--- config.mk ---
export PLATFORM = sky130hd
export DESIGN_NAME = btn_request_ctrl
export DESIGN_NICKNAME = d
export VERILOG_FILES = /design/src/rtl/btn_request_ctrl.sv
export SDC_FILE = /design/constraint.sdc
export NUM_CORES = 1
export LEC_CHECK = 0
export BUFFER_PORTS_ARGS = -buffer_cell sky130_fd_sc_hd__buf_2
export CAP_MARGIN = 40
export CORE_UTILIZATION = 30
export DETAILED_ROUTE_END_ITERATION = 7
export PLACE_DENSITY = 0.57
export SLEW_MARGIN = 20
export SYNTH_ARGS = -nofsm -noshare
export SYNTH_HDL_FRONTEND = slang
export SYNTH_SLANG_ARGS = --single-unit
--- constraint.sdc ---
create_clock -name clk -period 2.2 [get_ports clk]
set_input_delay 0.22 -clock clk [delete_from_list [all_inputs] [get_ports clk]]
set_output_delay 0.22 -clock clk [all_outputs]
set_load 0.02 [all_outputs]
--- src/rtl/btn_request_ctrl.sv ---
// ---------------------------------------------------------------------------
// btn_request_ctrl
//   Conditions the raw pedestrian push-button for the traffic-light FSM.
//   Stages: 2-flop synchronizer -> debounce counter -> press detection ->
//   request/ack handshake, plus a 4-bit press counter and a sticky overrun flag.
//
// Parameters
//   DEBOUNCE_CYCLES : consecutive synchronized cycles the input must differ
//                     from the stable level before that level toggles (>= 2)
//   CNT_W           : debounce counter width, 2**CNT_W >= DEBOUNCE_CYCLES
//
// Ports
//   clk         in   single clock, rising edge
//   reset       in   synchronous, active-high reset
//   btn_raw     in   asynchronous, bouncy button pin (active-high)
//   ack         in   consumer has taken the pending request
//   btn_req     out  request level, set by a press, cleared by ack
//   press_pulse out  one-cycle strobe on each debounced press
//   btn_level   out  debounced button level
//   press_cnt   out  debounced press count, modulo 16
//   overrun     out  sticky: a press arrived while a request was pending
// ---------------------------------------------------------------------------
module btn_request_ctrl #(
  parameter int DEBOUNCE_CYCLES = 250000,
  parameter int CNT_W           = 18
) (
  input  logic       clk,
  input  logic       reset,
  input  logic       btn_raw,
  input  logic       ack,
  output logic       btn_req,
  output logic       press_pulse,
  output logic       btn_level,
  output logic [3:0] press_cnt,
  output logic       overrun
);

  localparam logic [CNT_W-1:0] CNT_LAST = CNT_W'(DEBOUNCE_CYCLES - 1);

  logic             s1_q, s2_q;
  logic [CNT_W-1:0] cnt_q, cnt_d;
  logic             level_q, level_d;
  logic             req_q, req_d;
  logic             pulse_q;
  logic [3:0]       press_cnt_q, press_cnt_d;
  logic             overrun_q, overrun_d;
  logic             press;

  always_comb begin
    // NOTE: every signal driven here gets a default first, so no path leaves
    // it unassigned and no latch is inferred.
    cnt_d   = cnt_q;
    level_d = level_q;
    press   = 1'b0;

    if (s2_q == level_q) begin
      // Input agrees with the stable level: any partial count is a glitch.
      cnt_d = '0;
    end else if (cnt_q == CNT_LAST) begin
      level_d = s2_q;
      cnt_d   = '0;
      press   = s2_q;  // only the rising toggle is a press
    end else begin
      cnt_d = cnt_q + 1'b1;
    end

    // A press wins over a simultaneous ack so a new request is never lost.
    if (press)    req_d = 1'b1;
    else if (ack) req_d = 1'b0;
    else          req_d = req_q;

    press_cnt_d = press ? press_cnt_q + 4'd1 : press_cnt_q;
    overrun_d   = overrun_q | (press & req_q & ~ack);
  end

  always_ff @(posedge clk) begin
    // NOTE: sequential state uses non-blocking assignments so every flop
    // samples its pre-edge inputs, independent of statement order.
    if (reset) begin
      // NOTE: synchronizer flops are reset too, so a button held through
      // reset is seen as a fresh 0->1 transition and debounced again.
      s1_q        <= 1'b0;
      s2_q        <= 1'b0;
      cnt_q       <= '0;
      level_q     <= 1'b0;
      req_q       <= 1'b0;
      pulse_q     <= 1'b0;
      press_cnt_q <= 4'd0;
      overrun_q   <= 1'b0;
    end else begin
      s1_q        <= btn_raw;
      s2_q        <= s1_q;
      cnt_q       <= cnt_d;
      level_q     <= level_d;
      req_q       <= req_d;
      pulse_q     <= press;
      press_cnt_q <= press_cnt_d;
      overrun_q   <= overrun_d;
    end
  end

  assign btn_req     = req_q;
  assign press_pulse = pulse_q;
  assign btn_level   = level_q;
  assign press_cnt   = press_cnt_q;
  assign overrun     = overrun_q;

endmodule

==> results.py, run 1 <==
metrics = {
    "status": {
        "outcome": "finished, final reports clean",
    },
    "layout": {
        "synthToLayoutAreaGrowth_pct": 14.9,
        "fillCellCount": 407,
        "mostFrequentLayoutCell": "dfxtp_1",
        "mostFrequentLayoutCells": "dfxtp_1 (28), nor2_1 (22), xnor2_1 (14), buf_2 (11), nand3_1 (8)",
        "antenna-diode-count": 0,
        "layout-drive-gt1-share_pct": 16.9,
        "finalNetCount": 162,
    },
    "routing": {
        "drt_pre_antenna_iters": 4,
        "initialDrtViolationCount": 60,
        "vias": 1014,
        "routed_wirelength_mm": 2.44,
        "route.detailed.wl_per_inst_um": 12.1,
        "via_per_inst": 5.02,
        "final_antenna_net_count": 0,
        "drc_errors": 0,
    },
    "power": {
        "p_total_mw": 0.795,
        "power.density_cell_area_nw_per_um2": 563,
        "peakVddDrop_uv": 347,
        "power.leakage_nw": 0.447,
    },
    "yosys": {
        "postSynthNetCount": 146,
        "synth_enable_flop_cells": 0,
        "synth_mux_area_share_pct": 0,
        "synthSimpleGateAreaFrac_pct": 29.8,
        "post_synth_fa_ha_maj_area_fraction_pct": 2.04,
        "synth_seq_area_share_pct": 45.6,
        "compound_gate_fraction_of_synth_area_pct": 8.15,
        "yosysUniqueCellTypes": 31,
        "synthFlopType": "dfxtp_1",
        "netlist_instances": 140,
        "synth-xor-area-share_pct": 10.7,
        "async_flop_share_pct": 0,
        "synth.yosys.warnings": 0,
        "synth_top_family_by_area": "simple AND/OR/NAND/NOR gates",
        "yosys_register_bits": 28,
        "mappedNetlistArea_um2": 1230,
        "syn_avg_cell_area_um2": 8.78,
    },
    "grt": {
        "initial_antenna_violation_count": 0,
        "gr-usage-met2_pct": 22.3,
        "top_usage_layer": "met2",
        "global_route.overflow_total": 0,
        "grt_util_met1_pct": 15.6,
        "number_of_global_route_vias_before_repair": 1017,
        "grt_max_degree": 18,
        "track_usage_pct": 13.0,
        "met3_usage_pct": 4.14,
        "wire_length_of_the_first_global_routing_pass_mm": 4.41,
    },
    "clock_network": {
        "cts.htree.levels": 1,
        "tritoncts": "built",
        "worstSkewPairLatency_ps": 270,
        "cts_sinks": 28,
        "cts_hold_buf": 0,
        "max-clock-path-buffers": 2,
        "postCtsSetupBuffers": 0,
        "cts_clk_pin_slew_worst_paths_ps": 90,
        "clk_tree_root_cell": "clkbuf_8",
        "cts-buffers-inserted": 3,
    },
    "setup_path": {
        "worst-endpoint-arrival_ps": 2300,
        "critPathCaptureType": "flip-flop",
        "critical_path.top_delay_family": "simple AND/OR/NAND/NOR gates",
        "setup.worst_path.start_class": "flip-flop",
        "setup.worst_path.class": "flip-flop to flip-flop",
        "critical_path.cell_chain": "or4_4 > or4_4 > or4_1 > a21oi_1",
        "cpMostUsedCell": "or4_4",
        "crit_required_ps": 2410,
        "crit_buf_inv": 0,
        "critical_path_peak_fanout": 5,
        "worst_path_largest_cell_delay_ps": 550,
        "cp_slowest_cell": "or4_4",
    },
    "sta": {
        "achievable-frequency_mhz": 478,
        "fin_crit_period_ps": 2090,
        "timing.slew.headroom_pct": 76.4,
        "timing_worst_slew_pin_value_ps": 350,
        "setup_tns_ps": 0,
        "count_of_final_hold_check_violations": 0,
        "fin_crit_sh_pct": 95.1,
        "rsz_0062_raised_after_global_routing": "false",
        "final_report_setup_violation_count": 0,
        "fin_skew_ps": 4.28,
        "slew_violations": 0,
    },
    "placed_design": {
        "hpwlAfterDp_mm": 1.77,
        "gp_routability_congestion": 0.779,
        "io_buffer_count": 11,
    },
    "floorplan": {
        "starting_density_pct": 32.3,
        "ioPinCount": 12,
        "die_y_um": 66.0,
        "die_area_um2": 4360,
        "floorplan.core_area_um2": 3800,
        "fp.dieW_um": 66.0,
        "core.rowCount": 22,
    },
    "min_path": {
        "hold_class": "primary input to flip-flop",
    },
    "flow_run": {
        "drv.max_cap_violation_count": 0,
    },
}
==> report_power, final <==
| part | switching, mW | total (mW) | internal [mW] | leakage [nW] |
|---|---|---|---|---|
| registers | 0.00146 | 0.510 | 0.509 | 0.226 |
| logic | 0.00712 | 0.0125 | 0.00535 | 0.200 |
| clock network | 0.149 | 0.272 | 0.123 | 0.0216 |
==> worst paths after layout <==
kind / from / to / slack (ps) / cells after the start
worst max register to register: cnt_q[9] / press_cnt[3] / 110 / 4
worst min register to register: s1_q / s2_q / 450 / 1
worst min-delay path: btn_raw / s1_q / 150 / 2
worst max-delay path: cnt_q[9] / press_cnt[3] / 110 / 4
==> repair_timing <==
| item | CTS | global route |
|---|---|---|
| setup endpoints to repair | 0 | 3 |
| gates resized for setup | 0 | 2 |
| endpoints found under the hold margin | 0 | 0 |
==> per-stage QoR <==
stage	cells	util [%]	hold slack (ps)	worst slack (ps)	cell area (µm²)
after detailed placement	199	35.9	438	89.3	1360
final	202	37.2	152	108	1410
after floorplan	140	-	348	117	1230
after global placement	199	35.9	433	138	1360
after CTS	202	37.0	151	36.1	1400
after global routing	202	37.2	182	25.6	1410
==> state kept, by name, indices dropped and copies added, names as in the netlist <==
name,flops
btn_level,1
btn_req,1
cnt_q,18
overrun,1
press_cnt,4
press_pulse,1
s1_q,1
s2_q,1
==> layout make-up <==
| cell class | instances | area (µm²) | area share, % |
|---|---|---|---|
| inverter | 5 | 18.8 | 1.33 |
| sequential | 28 | 561 | 39.7 |
| timing repair buffer | 17 | 100 | 7.09 |
| clock buffer | 3 | 41.3 | 2.93 |
| multi-input combinational | 101 | 631 | 44.7 |
| tap | 48 | 60.1 | 4.26 |
==> cells in the mapped netlist (4+ instances only) <==
cell type  count  area (µm²)
dfxtp_1       28         561
nand4_1        6        37.5
or4_1          6        45.0
xnor2_1       14         123
nand2_1        4        15.0
nand3_1        8        40.0
nor2_1        22        82.6
a21oi_1        7        35.0
inv_1          5        18.8
nor3_1         5        25.0
nor4_1         5        31.3
o31ai_1        4        30.0
nor2b_1        4        25.0
==> worst register-to-register path, delay by kind of cell (launching register included) <==
kind | cells | cell delay [ps]
compound gates | 1 | 160
flops | 1 | 360
simple gates | 3 | 1510
==> layer usage <==
layer / up-vias / routed length [µm]
li1: 519 / -
met1: 474 / 1160
met2: 17 / 1140
met3: 4 / 111
met4: 0 / 29
met5: - / 0
==> cell families (layout without fill, tap and decap cells) <==
| group | after synthesis | count (layout) |
|---|---|---|
| AND/OR/NAND/NOR | 68 | 68 |
| flip-flops | 28 | 28 |
| AO/OA/AOI/OAI | 16 | 16 |
| XOR/XNOR | 15 | 15 |
| buffers and inverters | 11 | 25 |
| adder cells (fa/ha/maj) | 2 | 2 |
No activity file was read; power rests on OpenSTA's default activity.
==> run 2, diff against run 1 <==
--- a/config.mk
+++ b/config.mk
@@ -9,7 +9,7 @@
 export CAP_MARGIN = 40
 export CORE_UTILIZATION = 30
 export DETAILED_ROUTE_END_ITERATION = 7
-export PLACE_DENSITY = 0.57
+export PLACE_DENSITY = 0.55
 export SLEW_MARGIN = 20
 export SYNTH_ARGS = -nofsm -noshare
 export SYNTH_HDL_FRONTEND = slang
==> constraint.sdc (replaced) <==
create_clock -name clk -period 2.5 [get_ports clk]
set_input_delay 0.25 -clock clk [delete_from_list [all_inputs] [get_ports clk]]
set_output_delay 0.25 -clock clk [all_outputs]
set_load 0.02 [all_outputs]
==> results.py, run 2 (synthesis gave the netlist of run 1 again) <==
metrics = {
    "grt": {
        "global_route.overflow_total": 0,
        "initial_antenna_violation_count": 0,
        "grt_max_degree": 18,
        "wire_length_of_the_first_global_routing_pass_mm": 4.24,
        "number_of_global_route_vias_before_repair": 989,
        "track_usage_pct": 12.3,
    },
    "layout": {
        "largest-register": "cnt_q",
        "antenna-diode-count": 0,
        "layout-drive-gt1-share_pct": 14.5,
        "fin_area_um2": 1410,
        "final_core_utilization_pct": 37.2,
        "largest_register_ffs": 18,
        "post_layout_nonfiller_instances": 200,
        "finalNetCount": 159,
        "mostFrequentLayoutCells": "dfxtp_1 (28), nor2_1 (22), xnor2_1 (14), buf_2 (11), nand3_1 (8)",
        "synthToLayoutAreaGrowth_pct": 14.9,
        "mostFrequentLayoutCell": "dfxtp_1",
        "fillCellCount": 403,
    },
    "min_path": {
        "min_path_cells": 2,
        "worst_min_delay_path_endpoint": "s1_q",
        "hold_class": "primary input to flip-flop",
        "hold_path_startpoint": "btn_raw",
    },
    "setup_path": {
        "worst_path_largest_cell_delay_ps": 690,
        "worst-endpoint-arrival_ps": 2490,
        "setup.worst_path.start_class": "flip-flop",
        "worst_r2r_startpoint": "cnt_q[0]",
        "setup.worst_path.class": "flip-flop to flip-flop",
        "critical_path_peak_fanout": 10,
        "regToRegEndpoint": "press_cnt[3]",
        "critical_path.cell_chain": "ha_1 > nand4_2 > or4_1 > or4_1 > a21oi_1",
        "crit_required_ps": 2710,
        "cpMostUsedCell": "or4_1",
        "ff2ff_path_depth": 5,
        "rrSetupSlack_ps": 220,
        "cp_slowest_cell": "or4_1",
        "critPathCaptureType": "flip-flop",
    },
    "power": {
        "power.leakage_nw": 0.447,
        "power.density_cell_area_nw_per_um2": 571,
        "peakVddDrop_uv": 347,
        "p_total_mw": 0.806,
    },
    "placed_design": {
        "io_buffer_count": 11,
        "hpwlAfterDp_mm": 1.74,
        "placed_cells": 196,
        "gp_routability_congestion": 0.788,
        "dpl-instance-area_um2": 1340,
    },
    "sta": {
        "timing.slew.headroom_pct": 77.1,
        "count_of_final_hold_check_violations": 0,
        "timing_worst_slew_pin_value_ps": 340,
        "achievable-frequency_mhz": 438,
        "setup_tns_ps": 0,
        "final_report_setup_violation_count": 0,
        "fin_skew_ps": 9.96,
        "rsz_0062_raised_after_global_routing": "false",
        "slew_violations": 0,
        "fin_crit_sh_pct": 91.3,
        "fin_crit_period_ps": 2280,
    },
    "clock_network": {
        "cts_sinks": 28,
        "postCtsSetupBuffers": 0,
        "ctsResizeCount": 0,
        "cts_hold_buf": 0,
        "max-clock-path-buffers": 2,
        "clk_tree_root_cell": "clkbuf_8",
        "worstSkewPairLatency_ps": 270,
        "tritoncts": "built",
        "cts-buffers-inserted": 3,
        "cts.htree.levels": 1,
        "cts_clk_pin_slew_worst_paths_ps": 100,
    },
    "routing": {
        "drt_pre_antenna_iters": 4,
        "drc_errors": 0,
        "vias": 999,
        "route.detailed.wl_per_inst_um": 11.8,
        "routed_wirelength_mm": 2.35,
        "initialDrtViolationCount": 52,
        "via_per_inst": 5.00,
        "final_antenna_net_count": 0,
    },
    "flow_run": {
        "drv.max_cap_violation_count": 0,
    },
    "floorplan": {
        "fp.dieW_um": 66.0,
        "core.rowCount": 22,
        "die_y_um": 66.0,
        "ioPinCount": 12,
        "starting_density_pct": 32.3,
        "floorplan.core_area_um2": 3800,
        "die_area_um2": 4360,
    },
    "status": {
        "outcome": "finished, final reports clean",
    },
}
run 2: cell count changes in the layout (fill, tap and decap cells not counted):
| cell | previous run | this run |
|---|---|---|
| buf_4 | 6 | 3 |
| or4_1 | 4 | 6 |
| or4_4 | 2 | 0 |
| bufinv_16 | 0 | 1 |
run 2: per-layer routing:
layer | vias up | wire length [µm] | global-route usage (%)
met2 | 15 | 1090 | 21.9
met5 | - | 0 | 0
met4 | 0 | 0 | 0.798
met3 | 0 | 91 | 3.62
met1 | 469 | 1170 | 15.1
li1 | 515 | - | -
run 2: worst max-delay path by stage:
stage	start	endpoint	slack, ps	cells after the start
detailed placement	cnt_q[0]	press_cnt[3]	210	5
CTS	cnt_q[0]	press_cnt[3]	200	5
global placement	cnt_q[0]	press_cnt[3]	310	5
floorplan	cnt_q[9]	press_cnt[3]	420	5
global route	cnt_q[0]	press_cnt[3]	40	5
finish	cnt_q[0]	press_cnt[3]	220	5
run 2: metrics by stage:
| step | hold slack (ps) | worst slack (ps) |
|---|---|---|
| 6_report | 208 | 217 |
| 3_3_place_gp | 444 | 309 |
| 3_5_place_dp | 423 | 210 |
| 4_1_cts | 200 | 198 |
| 2_1_floorplan | 378 | 417 |
| 5_1_grt | 218 | 38.5 |
run 2: worst max-delay path, delay by kind of cell (launching register included):
family          cells  cell delay, ps
flops               1             380
compound gates      1             160
simple gates        3            1450
fa+ha+maj           1             240
run 2: where the power goes:
group / internal [mW] / total, mW / switching, mW / leakage [nW]
registers: 0.448 / 0.449 / 0.00123 / 0.226
clock network: 0.214 / 0.346 / 0.132 / 0.0357
logic: 0.00474 / 0.0113 / 0.00652 / 0.186
total: 0.666 / 0.806 / 0.140 / 0.447
run 2: area by class of cell:
cell class | instances | area, µm² | share of cell area, %
repair buffers | 14 | 77.6 | 5.50
multi-input cells | 101 | 623 | 44.1
flip-flops and latches | 28 | 561 | 39.7
clock inverters | 1 | 30.0 | 2.13
well taps | 48 | 60.1 | 4.26
clock buffers | 3 | 41.3 | 2.93
inverters | 5 | 18.8 | 1.33
==> run 3, diff against run 2 <==
==> constraint.sdc (replaced) <==
create_clock -name clk -period 2.8 [get_ports clk]
set_input_delay 0.28 -clock clk [delete_from_list [all_inputs] [get_ports clk]]
set_output_delay 0.28 -clock clk [all_outputs]
set_load 0.02 [all_outputs]
==> results.py, run 3 (synthesis gave the netlist of run 1 again) <==
metrics = {
    "grt": {
        "number_of_global_route_vias_before_repair": 933,
        "grt_max_degree": 18,
        "track_usage_pct": 12.1,
        "global_route.overflow_total": 0,
        "initial_antenna_violation_count": 0,
        "wire_length_of_the_first_global_routing_pass_mm": 4.02,
    },
    "routing": {
        "initialDrtViolationCount": 46,
        "routed_wirelength_mm": 2.34,
        "vias": 993,
        "via_per_inst": 5.04,
        "final_antenna_net_count": 0,
        "drt_pre_antenna_iters": 4,
        "route.detailed.wl_per_inst_um": 11.9,
        "drc_errors": 0,
    },
    "setup_path": {
        "worst-endpoint-arrival_ps": 2480,
        "crit_required_ps": 3020,
        "setup.worst_path.start_class": "flip-flop",
        "setup.worst_path.class": "flip-flop to flip-flop",
        "critPathCaptureType": "flip-flop",
        "critical_path_peak_fanout": 10,
    },
    "layout": {
        "synthToLayoutAreaGrowth_pct": 13.0,
        "layout-drive-gt1-share_pct": 12.8,
        "final_core_utilization_pct": 36.6,
        "mostFrequentLayoutCells": "dfxtp_1 (28), nor2_1 (22), xnor2_1 (14), buf_2 (11), nand3_1 (8)",
        "largest-register": "cnt_q",
        "mostFrequentLayoutCell": "dfxtp_1",
        "finalNetCount": 156,
        "antenna-diode-count": 0,
        "post_layout_nonfiller_instances": 197,
        "largest_register_ffs": 18,
    },
    "power": {
        "sequentialPowerShare_pct": 55.0,
        "power.density_cell_area_nw_per_um2": 525,
        "share_comb_of_total_power_pct": 1.3,
        "total_switching_power_mw": 0.134,
        "p_total_mw": 0.730,
        "peakVddDrop_uv": 320,
        "switching_share_pct": 18.4,
        "power.leakage_nw": 0.434,
        "share_clk_of_total_power_pct": 43.7,
        "internal_power_mw": 0.595,
    },
    "floorplan": {
        "floorplan.core_area_um2": 3800,
        "starting_density_pct": 32.3,
        "die_area_um2": 4360,
        "fp.dieW_um": 66.0,
        "ioPinCount": 12,
        "die_y_um": 66.0,
        "core.rowCount": 22,
    },
    "clock_network": {
        "ctsResizeCount": 0,
        "postCtsSetupBuffers": 0,
        "cts_sinks": 28,
        "worstSkewPairLatency_ps": 280,
        "max-clock-path-buffers": 2,
        "cts.htree.levels": 1,
        "tritoncts": "built",
        "clk_tree_root_cell": "clkbuf_8",
        "cts_hold_buf": 0,
        "cts_clk_pin_slew_worst_paths_ps": 100,
        "cts-buffers-inserted": 3,
    },
    "sta": {
        "timing.slew.headroom_pct": 62.8,
        "rsz_0062_raised_after_global_routing": "false",
        "setup_tns_ps": 0,
        "fin_crit_sh_pct": 80.8,
        "final_report_setup_violation_count": 0,
        "timing_worst_slew_pin_value_ps": 553,
        "finalWorstSetupSlack_ps": 538,
        "slew_violations": 0,
        "fin_crit_period_ps": 2260,
        "fin_skew_ps": 9.89,
        "achievable-frequency_mhz": 442,
        "count_of_final_hold_check_violations": 0,
    },
    "placed_design": {
        "placement_setup_slack_ps": 544,
        "placed_cells": 193,
        "io_buffer_count": 11,
        "gp_routability_congestion": 0.785,
        "hpwlAfterDp_mm": 1.64,
    },
    "flow_run": {
        "drv.max_cap_violation_count": 0,
    },
    "min_path": {
        "hold_class": "primary input to flip-flop",
    },
    "status": {
        "outcome": "finished, final reports clean",
    },
}
==> run 3: worst paths after layout <==
path                            startpoint      endpoint  slack, ps  cells after the start
worst max-delay path              cnt_q[0]  press_cnt[3]        540                      5
worst min-delay path               btn_raw          s1_q        210                      2
worst max register to register    cnt_q[0]  press_cnt[3]        540                      5
worst min register to register        s1_q          s2_q        470                      1
==> run 3: critical path, cell delays in order, from the launching register on <==
cell and delay [ps]:
dfxtp_1 380, ha_1 230, nand4_2 210, or4_1 690
or4_1 550, a21oi_1 140
==> run 3: metrics by stage <==
step                      area (µm²)  hold slack [ps]
final                           1390              206
after global routing            1390              215
after CTS                       1390              208
after detailed placement        1320              449
after global placement          1320              444
after floorplan                 1230              408
==> run 3: layout make-up <==
| type | instances | area [µm²] |
|---|---|---|
| Timing Repair Buffer | 11 | 55.1 |
| Clock inverter | 1 | 30.0 |
| Clock buffer | 3 | 41.3 |
| Tap cell | 48 | 60.1 |
| Fill cell | 392 | 2410 |
| Sequential cell | 28 | 561 |
| Multi-Input combinational cell | 101 | 623 |
| Inverter | 5 | 18.8 |
==> run 3: per-layer routing <==
metal | GRT usage [%] | vias up | share of wire [%]
met5 | 0 | - | 0
met3 | 4.31 | 2 | 5.3
met1 | 14.3 | 463 | 49
met2 | 21.3 | 18 | 46
li1 | - | 510 | -
met4 | 1.60 | 0 | 0.34
==> run 3: power by group through the flow <==
stage	registers, mW	clock network (mW)	logic, mW
after floorplan	0.410	0	0.00666
after global placement	0.410	0	0.00932
after detailed placement	0.410	0	0.00965
after CTS	0.401	0.329	0.00971
after global routing	0.401	0.346	0.0106
final	0.401	0.319	0.00949
